**config.mk**
```make
export PLATFORM = sky130hd
export DESIGN_NAME = valve_sequencer
export DESIGN_NICKNAME = d
export VERILOG_FILES = /design/src/rtl/valve_sequencer.sv
export SDC_FILE = /design/constraint.sdc
export NUM_CORES = 1
export LEC_CHECK = 0
export CELL_PAD_IN_SITES_DETAIL_PLACEMENT = 0
export CELL_PAD_IN_SITES_GLOBAL_PLACEMENT = 1
export CORE_MARGIN = 8
export CORE_UTILIZATION = 40
export DETAILED_ROUTE_END_ITERATION = 12
export PLACE_DENSITY_LB_ADDON = 0.05
export RECOVER_POWER = 25
export SYNTH_ARGS = -nofsm -noshare
export SYNTH_HDL_FRONTEND = slang
export SYNTH_SLANG_ARGS = --single-unit
```
**constraint.sdc**
```tcl
create_clock -name clk -period 2.1 [get_ports clk]
set_input_delay 0.42 -clock clk [delete_from_list [all_inputs] [get_ports clk]]
set_output_delay 0.42 -clock clk [all_outputs]
set_load 0.02 [all_outputs]
```
**src/rtl/valve_sequencer.sv**
```systemverilog
// valve_sequencer: actuator stage driving four zone valves and the pump, with
// staggered opening, minimum/maximum valve on-time and a fault/lockout sequence.
module valve_sequencer #(
  parameter int STAGGER_CYC = 4,
  parameter int MIN_ON_CYC  = 8,
  parameter int MAX_ON_CYC  = 1000,
  parameter int LOCKOUT_CYC = 16
) (
  input  logic       clk,
  input  logic       reset,
  input  logic [1:0] R1,
  input  logic [1:0] R2,
  input  logic [1:0] E,
  output logic [3:0] V,
  output logic       pump,
  output logic       alarm,
  output logic [3:0] to_flag
);

  localparam int TW = $clog2(MAX_ON_CYC + 1);
  localparam int SW = $clog2(STAGGER_CYC + 1);
  localparam int LW = $clog2(LOCKOUT_CYC + 1);

  localparam logic [TW-1:0] MIN_T       = TW'(MIN_ON_CYC);
  localparam logic [TW-1:0] MAX_T       = TW'(MAX_ON_CYC);
  localparam logic [TW-1:0] TIMER_ZERO  = TW'(0);
  localparam logic [TW-1:0] TIMER_ONE   = TW'(1);
  localparam logic [TW-1:0] TIMER_FULL  = {TW{1'b1}};
  localparam logic [SW-1:0] STAG_RELOAD = SW'(STAGGER_CYC - 1);
  localparam logic [SW-1:0] STAG_ZERO   = SW'(0);
  localparam logic [SW-1:0] STAG_ONE    = SW'(1);
  localparam logic [LW-1:0] LOCK_RELOAD = LW'(LOCKOUT_CYC - 1);
  localparam logic [LW-1:0] LOCK_ZERO   = LW'(0);
  localparam logic [LW-1:0] LOCK_ONE    = LW'(1);

  typedef enum logic [2:0] {
    S_IDLE    = 3'd0,
    S_START   = 3'd1,
    S_RUN     = 3'd2,
    S_FAULT   = 3'd3,
    S_LOCKOUT = 3'd4
  } state_t;

  state_t        state_q, state_d;
  logic [3:0]    v_q, v_d;
  logic [3:0]    to_flag_q, to_flag_d;
  logic          pump_q, pump_d;
  logic          alarm_q, alarm_d;
  logic [SW-1:0] stag_q, stag_d;
  logic [LW-1:0] lock_q, lock_d;
  logic [TW-1:0] timer_q [4];
  logic [TW-1:0] timer_d [4];

  logic [3:0] req_s, elig_s, cand_s, close_s, tmo_s;
  logic       flt_s;

  function automatic logic [TW-1:0] sat_inc(input logic [TW-1:0] t);
    logic [TW-1:0] r;
    if (t == TIMER_FULL) r = t;
    else                 r = t + TIMER_ONE;
    return r;
  endfunction

  function automatic logic [3:0] pick_highest(input logic [3:0] m);
    logic [3:0] r;
    if      (m[3]) r = 4'b1000;
    else if (m[2]) r = 4'b0100;
    else if (m[1]) r = 4'b0010;
    else if (m[0]) r = 4'b0001;
    else           r = 4'b0000;
    return r;
  endfunction

  assign req_s  = {R1, R2};
  assign flt_s  = (E != 2'b01);
  assign elig_s = req_s & ~to_flag_q;
  assign cand_s = pick_highest(req_s & ~v_q & ~to_flag_q);

  // Per-valve close decisions: timeout closes unconditionally, a dropped request only after min-on.
  always_comb begin
    close_s = 4'b0000;
    tmo_s   = 4'b0000;
    for (int i = 0; i < 4; i++) begin
      tmo_s[i]   = v_q[i] && (timer_q[i] >= MAX_T);
      close_s[i] = tmo_s[i] || (v_q[i] && !req_s[i] && (timer_q[i] >= MIN_T));
    end
  end

  // Next-state and output logic; a fault overrides every state.
  always_comb begin
    state_d   = state_q;
    v_d       = v_q;
    pump_d    = pump_q;
    alarm_d   = alarm_q;
    to_flag_d = to_flag_q & req_s;
    stag_d    = stag_q;
    lock_d    = lock_q;
    if (flt_s) begin
      state_d   = S_FAULT;
      v_d       = 4'b0000;
      pump_d    = 1'b0;
      alarm_d   = 1'b1;
      to_flag_d = 4'b0000;
      stag_d    = STAG_ZERO;
      lock_d    = LOCK_ZERO;
    end else begin
      case (state_q)
        S_IDLE: begin
          v_d     = 4'b0000;
          alarm_d = 1'b0;
          if (elig_s != 4'b0000) begin
            state_d = S_START;
            pump_d  = 1'b1;
            stag_d  = STAG_RELOAD;
          end else begin
            pump_d  = 1'b0;
          end
        end
        S_START: begin
          v_d     = 4'b0000;
          pump_d  = 1'b1;
          alarm_d = 1'b0;
          if (elig_s == 4'b0000) begin
            state_d = S_IDLE;
            pump_d  = 1'b0;
            stag_d  = STAG_ZERO;
          end else if (stag_q == STAG_ZERO) begin
            // First valve opens on the same edge the stagger interval expires.
            state_d = S_RUN;
            v_d     = cand_s;
            stag_d  = STAG_RELOAD;
          end else begin
            stag_d  = stag_q - STAG_ONE;
          end
        end
        S_RUN: begin
          pump_d    = 1'b1;
          alarm_d   = 1'b0;
          to_flag_d = (to_flag_q | tmo_s) & req_s;
          if ((stag_q == STAG_ZERO) && (cand_s != 4'b0000)) begin
            v_d    = (v_q & ~close_s) | cand_s;
            stag_d = STAG_RELOAD;
          end else if (stag_q != STAG_ZERO) begin
            v_d    = v_q & ~close_s;
            stag_d = stag_q - STAG_ONE;
          end else begin
            v_d    = v_q & ~close_s;
          end
          if ((v_d == 4'b0000) && ((req_s & ~to_flag_d) == 4'b0000)) begin
            state_d = S_IDLE;
            pump_d  = 1'b0;
            stag_d  = STAG_ZERO;
          end else begin
            state_d = S_RUN;
          end
        end
        S_FAULT: begin
          state_d   = S_LOCKOUT;
          v_d       = 4'b0000;
          pump_d    = 1'b0;
          alarm_d   = 1'b1;
          to_flag_d = 4'b0000;
          lock_d    = LOCK_RELOAD;
        end
        S_LOCKOUT: begin
          v_d       = 4'b0000;
          pump_d    = 1'b0;
          to_flag_d = 4'b0000;
          if (lock_q == LOCK_ZERO) begin
            state_d = S_IDLE;
            alarm_d = 1'b0;
          end else begin
            alarm_d = 1'b1;
            lock_d  = lock_q - LOCK_ONE;
          end
        end
        default: begin
          state_d   = S_IDLE;
          v_d       = 4'b0000;
          pump_d    = 1'b0;
          alarm_d   = 1'b0;
          to_flag_d = 4'b0000;
          stag_d    = STAG_ZERO;
          lock_d    = LOCK_ZERO;
        end
      endcase
    end
  end

  // On-timers count the cycles a valve has been open, including the current one.
  always_comb begin
    for (int i = 0; i < 4; i++) begin
      timer_d[i] = v_d[i] ? sat_inc(timer_q[i]) : TIMER_ZERO;
    end
  end

  // State and output registers with synchronous reset.
  always_ff @(posedge clk) begin
    if (reset) begin
      state_q   <= S_IDLE;
      v_q       <= 4'b0000;
      pump_q    <= 1'b0;
      alarm_q   <= 1'b0;
      to_flag_q <= 4'b0000;
      stag_q    <= STAG_ZERO;
      lock_q    <= LOCK_ZERO;
      for (int i = 0; i < 4; i++) timer_q[i] <= TIMER_ZERO;
    end else begin
      state_q   <= state_d;
      v_q       <= v_d;
      pump_q    <= pump_d;
      alarm_q   <= alarm_d;
      to_flag_q <= to_flag_d;
      stag_q    <= stag_d;
      lock_q    <= lock_d;
      for (int i = 0; i < 4; i++) timer_q[i] <= timer_d[i];
    end
  end

  assign V       = v_q;
  assign pump    = pump_q;
  assign alarm   = alarm_q;
  assign to_flag = to_flag_q;

endmodule

```
Word level (Yosys, flattened, before mapping)
Memories as Yosys holds them, arrays and structs flattened.
Cells that the tools add are included.

cells by class
  bitwise logic cells = 19
  multipliers = 0
  muxes and demuxes = 50
  shift operators = 0
  magnitude comparators = 8
  reductions and logical operators = 39
  div/mod/pow operators = 0
  add/sub/neg operators = 6
  equal/unequal tests = 17

operator list
  kind                                                                                  number
  10-bit 2-to-1 mux                                                                     12
  10-bit by 1-bit adder with 10-bit output, second input constant                       4
  10-bit equality test, second input constant                                           4
  10-bit greater-or-equal comparator, second input constant                             4
  10-bit by 4-bit greater-or-equal comparator with 1-bit output, second input constant  4
  3-bit 2-to-1 mux                                                                      11
  4-bit AND                                                                             7
  4-bit 2-to-1 mux                                                                      7
  4-bit inverter                                                                        4
  4-bit one-hot mux with 2 select lines                                                 2
  3-bit one-hot mux with 5 select lines                                                 1
  5-bit one-hot mux with 3 select lines                                                 1
  1-bit logical AND                                                                     14
  4-bit logical NOT                                                                     3
  3-bit one-hot mux with 4 select lines                                                 1
  1-bit 2-to-1 mux                                                                      9
  3-bit inequality test, second input constant                                          3
  3-bit AND reduction                                                                   3
  4-bit inequality test, second input constant                                          2
  4-bit OR                                                                              2
  4-bit nonzero test                                                                    2
  3-bit by 2-bit equality test with 1-bit output, second input constant                 2
  3-bit logical NOT                                                                     2
  2-bit 2-to-1 mux                                                                      3
  18 further kinds                                                                      32

storage, ports and cells
  bits in read-only memories = 0
  bits in registers = 21
  memories = 1
  latch bits = 0
  bits in writable memories = 40

memory list
  name     words  bits a word  rd ports  clocked after memory_dff  wr ports  RTL line  source
  timer_q  4      10           4         0                         4         51        logic [TW-1:0] timer_q [4];

Logic depth before layout (Yosys ltp)
  depth in word-level cells = 17
  gate-level depth with buffers = 10

Worst setup path before layout
No wires, ideal clock.

  path kind = input-to-reg
  from = in E[0]
  to = mem timer_q[3][8] (netlist name)
  arrival time = 1.928 ns
  stages = 8
  path slack = 0.099 ns
  required time = 2.027 ns
  path buffers = 2
  library setup time = 0.073 ns
  path through = nor2b_4 > nand2b_1 > buf_6 > a211o_4 > or2_4 > or3b_1 > buf_6 > nor3_2

RTL lines
  item             RTL line  source
  start, declared  13        input logic [1:0] E,
  end, declared    51

==> results.md <==
- Clock Latency Late Sink: 0.33 ns
- Initial DRC count: 105
- DRC: 0
- Reg2reg end: timer_q[1][2]$_SDFFE_PP0P_
- Final net count: 471
- Final core occ: 0.520
- GP Congestion: between 0.7 and 0.8
- Register area share after synthesis: 0.385
- Cells on worst reg2reg path: 9
- Post-route cell area: 4020 um2
- Post-synthesis async set-or-reset flop share: 0
- Total number of vias: 2895
- Root Buffer Master: clkbuf_8
- Final Cycle Share: 0.986
- Drt first pass iters: 4
- Worst path slowest cell: clkdlybuf4s50_1
- FF-to-FF Start: stag_q[1]$_SDFFE_PP0P_
- Worst Min Path Start: lock_q[4]$_SDFFE_PP0P_
- R2r setup slk: between 0.1 and 0.15 ns
- Syn nets: 414
- Peak supply drop: 0.000318 V
- Register area: around 1200 um2
- Cell Chain, Critical Path: clkdlybuf4s50_1 > nor2b_4 > nand2b_1 > a211o_4 > or2_4 > or3b_4 > buf_6 > nor3_2
- Slew HR: 0.721
- Grt ovf: 0
- Critical Path AT: 2.33 ns
- Via/cell ratio: around 5.2
- Crit path kind: in -> reg
- Cell family with most CP delay: simple AND/OR/NAND/NOR gates
- CP bufs+invs: 2
- Cell area after synthesis: 3170 um2
- Post-synth cell types: 47
- WHS Endpoint: lock_q[4]$_SDFFE_PP0P_
- Layout cells sized above 1: 0.175
- Die W: 105 um
- Status: finished clean
- Antenna-violating nets left: 0
- Setup Skew: 0.00812 ns
- CP required: 2.36 ns
- Fill count: 755
- ANT cells: 0
- Worst setup EP type: flip-flop
- CTS max path bufs: 2
- HP Class: reg -> reg
- LEAKAGE: 1.56 nW
- Die ar.: 11000 um2
- Syn. warnings: 0
- Post-synth EDFFs: 0
- Core Area: 7730 um2
- CTS tree: done
- Rows: 32
- Clk slew on worst S/H paths: 0.07 ns
- # setup viols final: 0
- H-tree Lvls: 3
- Total CTS buffers: 9
- Setup crit start kind: input port
- IO Pins: 18
- Routed wire length per instance: 13.1 um
- Final slew viol count: 0
- Global-route wire length before repair: 12500 um
- Die Ht: 105 um
- Initial Util: 0.411
- Area after DPL: between 3000 and 4000 um2
- Max Clk Rate: 483 MHz
- Wirelength, routed: 7320 um
- Final Power: roughly 2.4 mW
- Vias in the first global route: 2713
- WP depth: 8
- Max_cap viols: 0
- Max incr delay on CP: 0.46 ns
- Avg Inst Size Synth: 8.03 um2
- Pin count of the biggest net entering global routing: 15
- Power per Cell Area: 599 nW/um2
- Crit Path Max Fanout: 10
- Seq cells post-synth: 61
- GRT Overall Usage: 0.135
- Initial antenna violation count: 0
- Port Buffer Count: 17
- HPWL Detailed: 5410 um
- Place WS: -0.482 ns
- Synth Instances: 395
- Multi-input logic area: 1870 um2
- Hold Violations, Final: 0
- Area grow syn2layout: 26.7%
- Measured slew at the worst slew-check pin: 0.419 ns
- Min cycle time layout: 2.07 ns
- Primary FF master, synth: dfxtp_1
- CTS Sinks: 61
- Hold Crit Depth: 1
- PnR worst setup slack: 0.0301 ns
==> worst max path at each step <==
stage               start                          to  slack (ns)
floorplan            E[0]  timer_q[3][8]$_SDFFE_PP0P_         0.1
global placement    R1[1]      stag_q[0]$_SDFFE_PP0P_       -0.43
detailed placement  R1[1]      stag_q[1]$_SDFFE_PP0P_       -0.48
CTS                 R1[0]      stag_q[1]$_SDFFE_PP0P_        0.02
global route         E[0]  timer_q[3][8]$_SDFFE_PP0P_       -0.01
finish               E[0]  timer_q[3][8]$_SDFFE_PP0P_        0.03
==> cells by family (layout without fill, tap and decap cells) <==
group,Yosys count,in the layout,synth area share
buf+inv,36,97,0.0497
mux,2,2,0.00631
xor+xnor,18,18,0.0497
compound gates,87,87,0.168
simple gates,180,180,0.299
flops,61,61,0.385
fa+ha+maj,11,11,0.0434
==> cell type report <==
class,instances,share of cell area
Clock inverter,1,0.00747
Tap cell,102,0.0318
Clock buffer,14,0.0405
Sequential cell,61,0.305
Multi-Input combinational cell,298,0.466
Timing Repair Buffer,62,0.130
Inverter,20,0.0190
==> flip-flops by register name, summed over array words and instances (netlist names) <==
register  cells
timer_q      40
to_flag       4
alarm         1
V             4
state_q       3
pump          1
stag_q        3
lock_q        5
==> metrics by stage <==
step	TNS, ns	hold WS [ns]	std cells
after CTS	0	0.477	555
final	0	0.471	558
after floorplan	0	0.442	395
after global routing	-0.00965	0.487	558
after detailed placement	-12.44	0.469	539
after global placement	-13.46	0.461	539
==> power breakdown <==
part	total, mW	switching, mW	internal (mW)
logic	0.202	0.102	0.0992
clock network	1.03	0.420	0.609
registers	1.18	0.0104	1.17
total	2.41	0.533	1.87
==> synth_stat cells (all sizes together), types with 2 or more instances <==
master,count,area (um2)
dfxtp,61,1220
nor2,52,195
a21oi,29,145
o21ai,24,120
nand3,21,105
nand2,20,75.1
inv,19,71.3
and3,16,100
nor3,15,80.1
xnor2,12,105
ha,11,138
nand2b,11,68.8
nor3b,11,82.6
nand4,10,62.6
a31oi,9,56.3
clkbuf,9,33.8
buf,7,47.5
xor2,6,52.6
nor4,5,31.3
o22ai,5,31.3
or2,5,33.8
a211oi,4,30.0
o211a,4,40.0
a22oi,3,22.5
nor2b,3,26.3
a211o,2,26.3
a32o,2,20.0
and4,2,17.5
mux2i,2,20.0
nand3b,2,15.0
or3,2,12.5
or3b,2,17.5
==> routing by layer <==
layer,up-vias,share of wire,track usage
met5,-,0,0
met4,0,0.0081,0.0367
met1,1343,0.50,0.169
met3,5,0.037,0.0479
li1,1514,-,-
met2,33,0.46,0.215
==> cells in the final DEF, fill, tap and decap left out, types with 4 or more instances in the layout <==
cell and instances:
dfxtp_1 58, nor2_1 52, buf_4 42, a21oi_1 29, nand3_1 21, inv_1 19, o21ai_0 18, nand2_1 18
and3_1 15, nor3_1 13, xnor2_1 12, ha_1 11, clkbuf_8 11, nand2b_1 10, nand4_1 10, a31oi_1 9
nor3b_1 9, clkdlybuf4s50_1 9, o21ai_1 6, xor2_1 6, dlygate4sd3_1 5, nor4_1 4, o22ai_1 4, o211a_1 4
a211oi_1 4, clkbuf_1 4
==> worst register-to-register path, stage by stage, from the launching register on <==
cell     delay [ns]
dfxtp_1        0.31
inv_1          0.07
ha_1           0.20
nor2b_4        0.21
nand2_4        0.08
o22ai_1        0.30
a22oi_1        0.11
or2_1          0.35
buf_12         0.18
nor2_1         0.09
==> timing repair <==
| action | CTS | global route |
|---|---|---|
| pin swaps | 6 | 5 |
| endpoints found under the setup margin | 5 | 31 |
| buffers inserted | 1 | 3 |
| cloned | 0 | 0 |
| hold buffers | 0 | 0 |
| gates resized for setup | 9 | 22 |
Note: power is estimated with default switching activity, not from simulation.
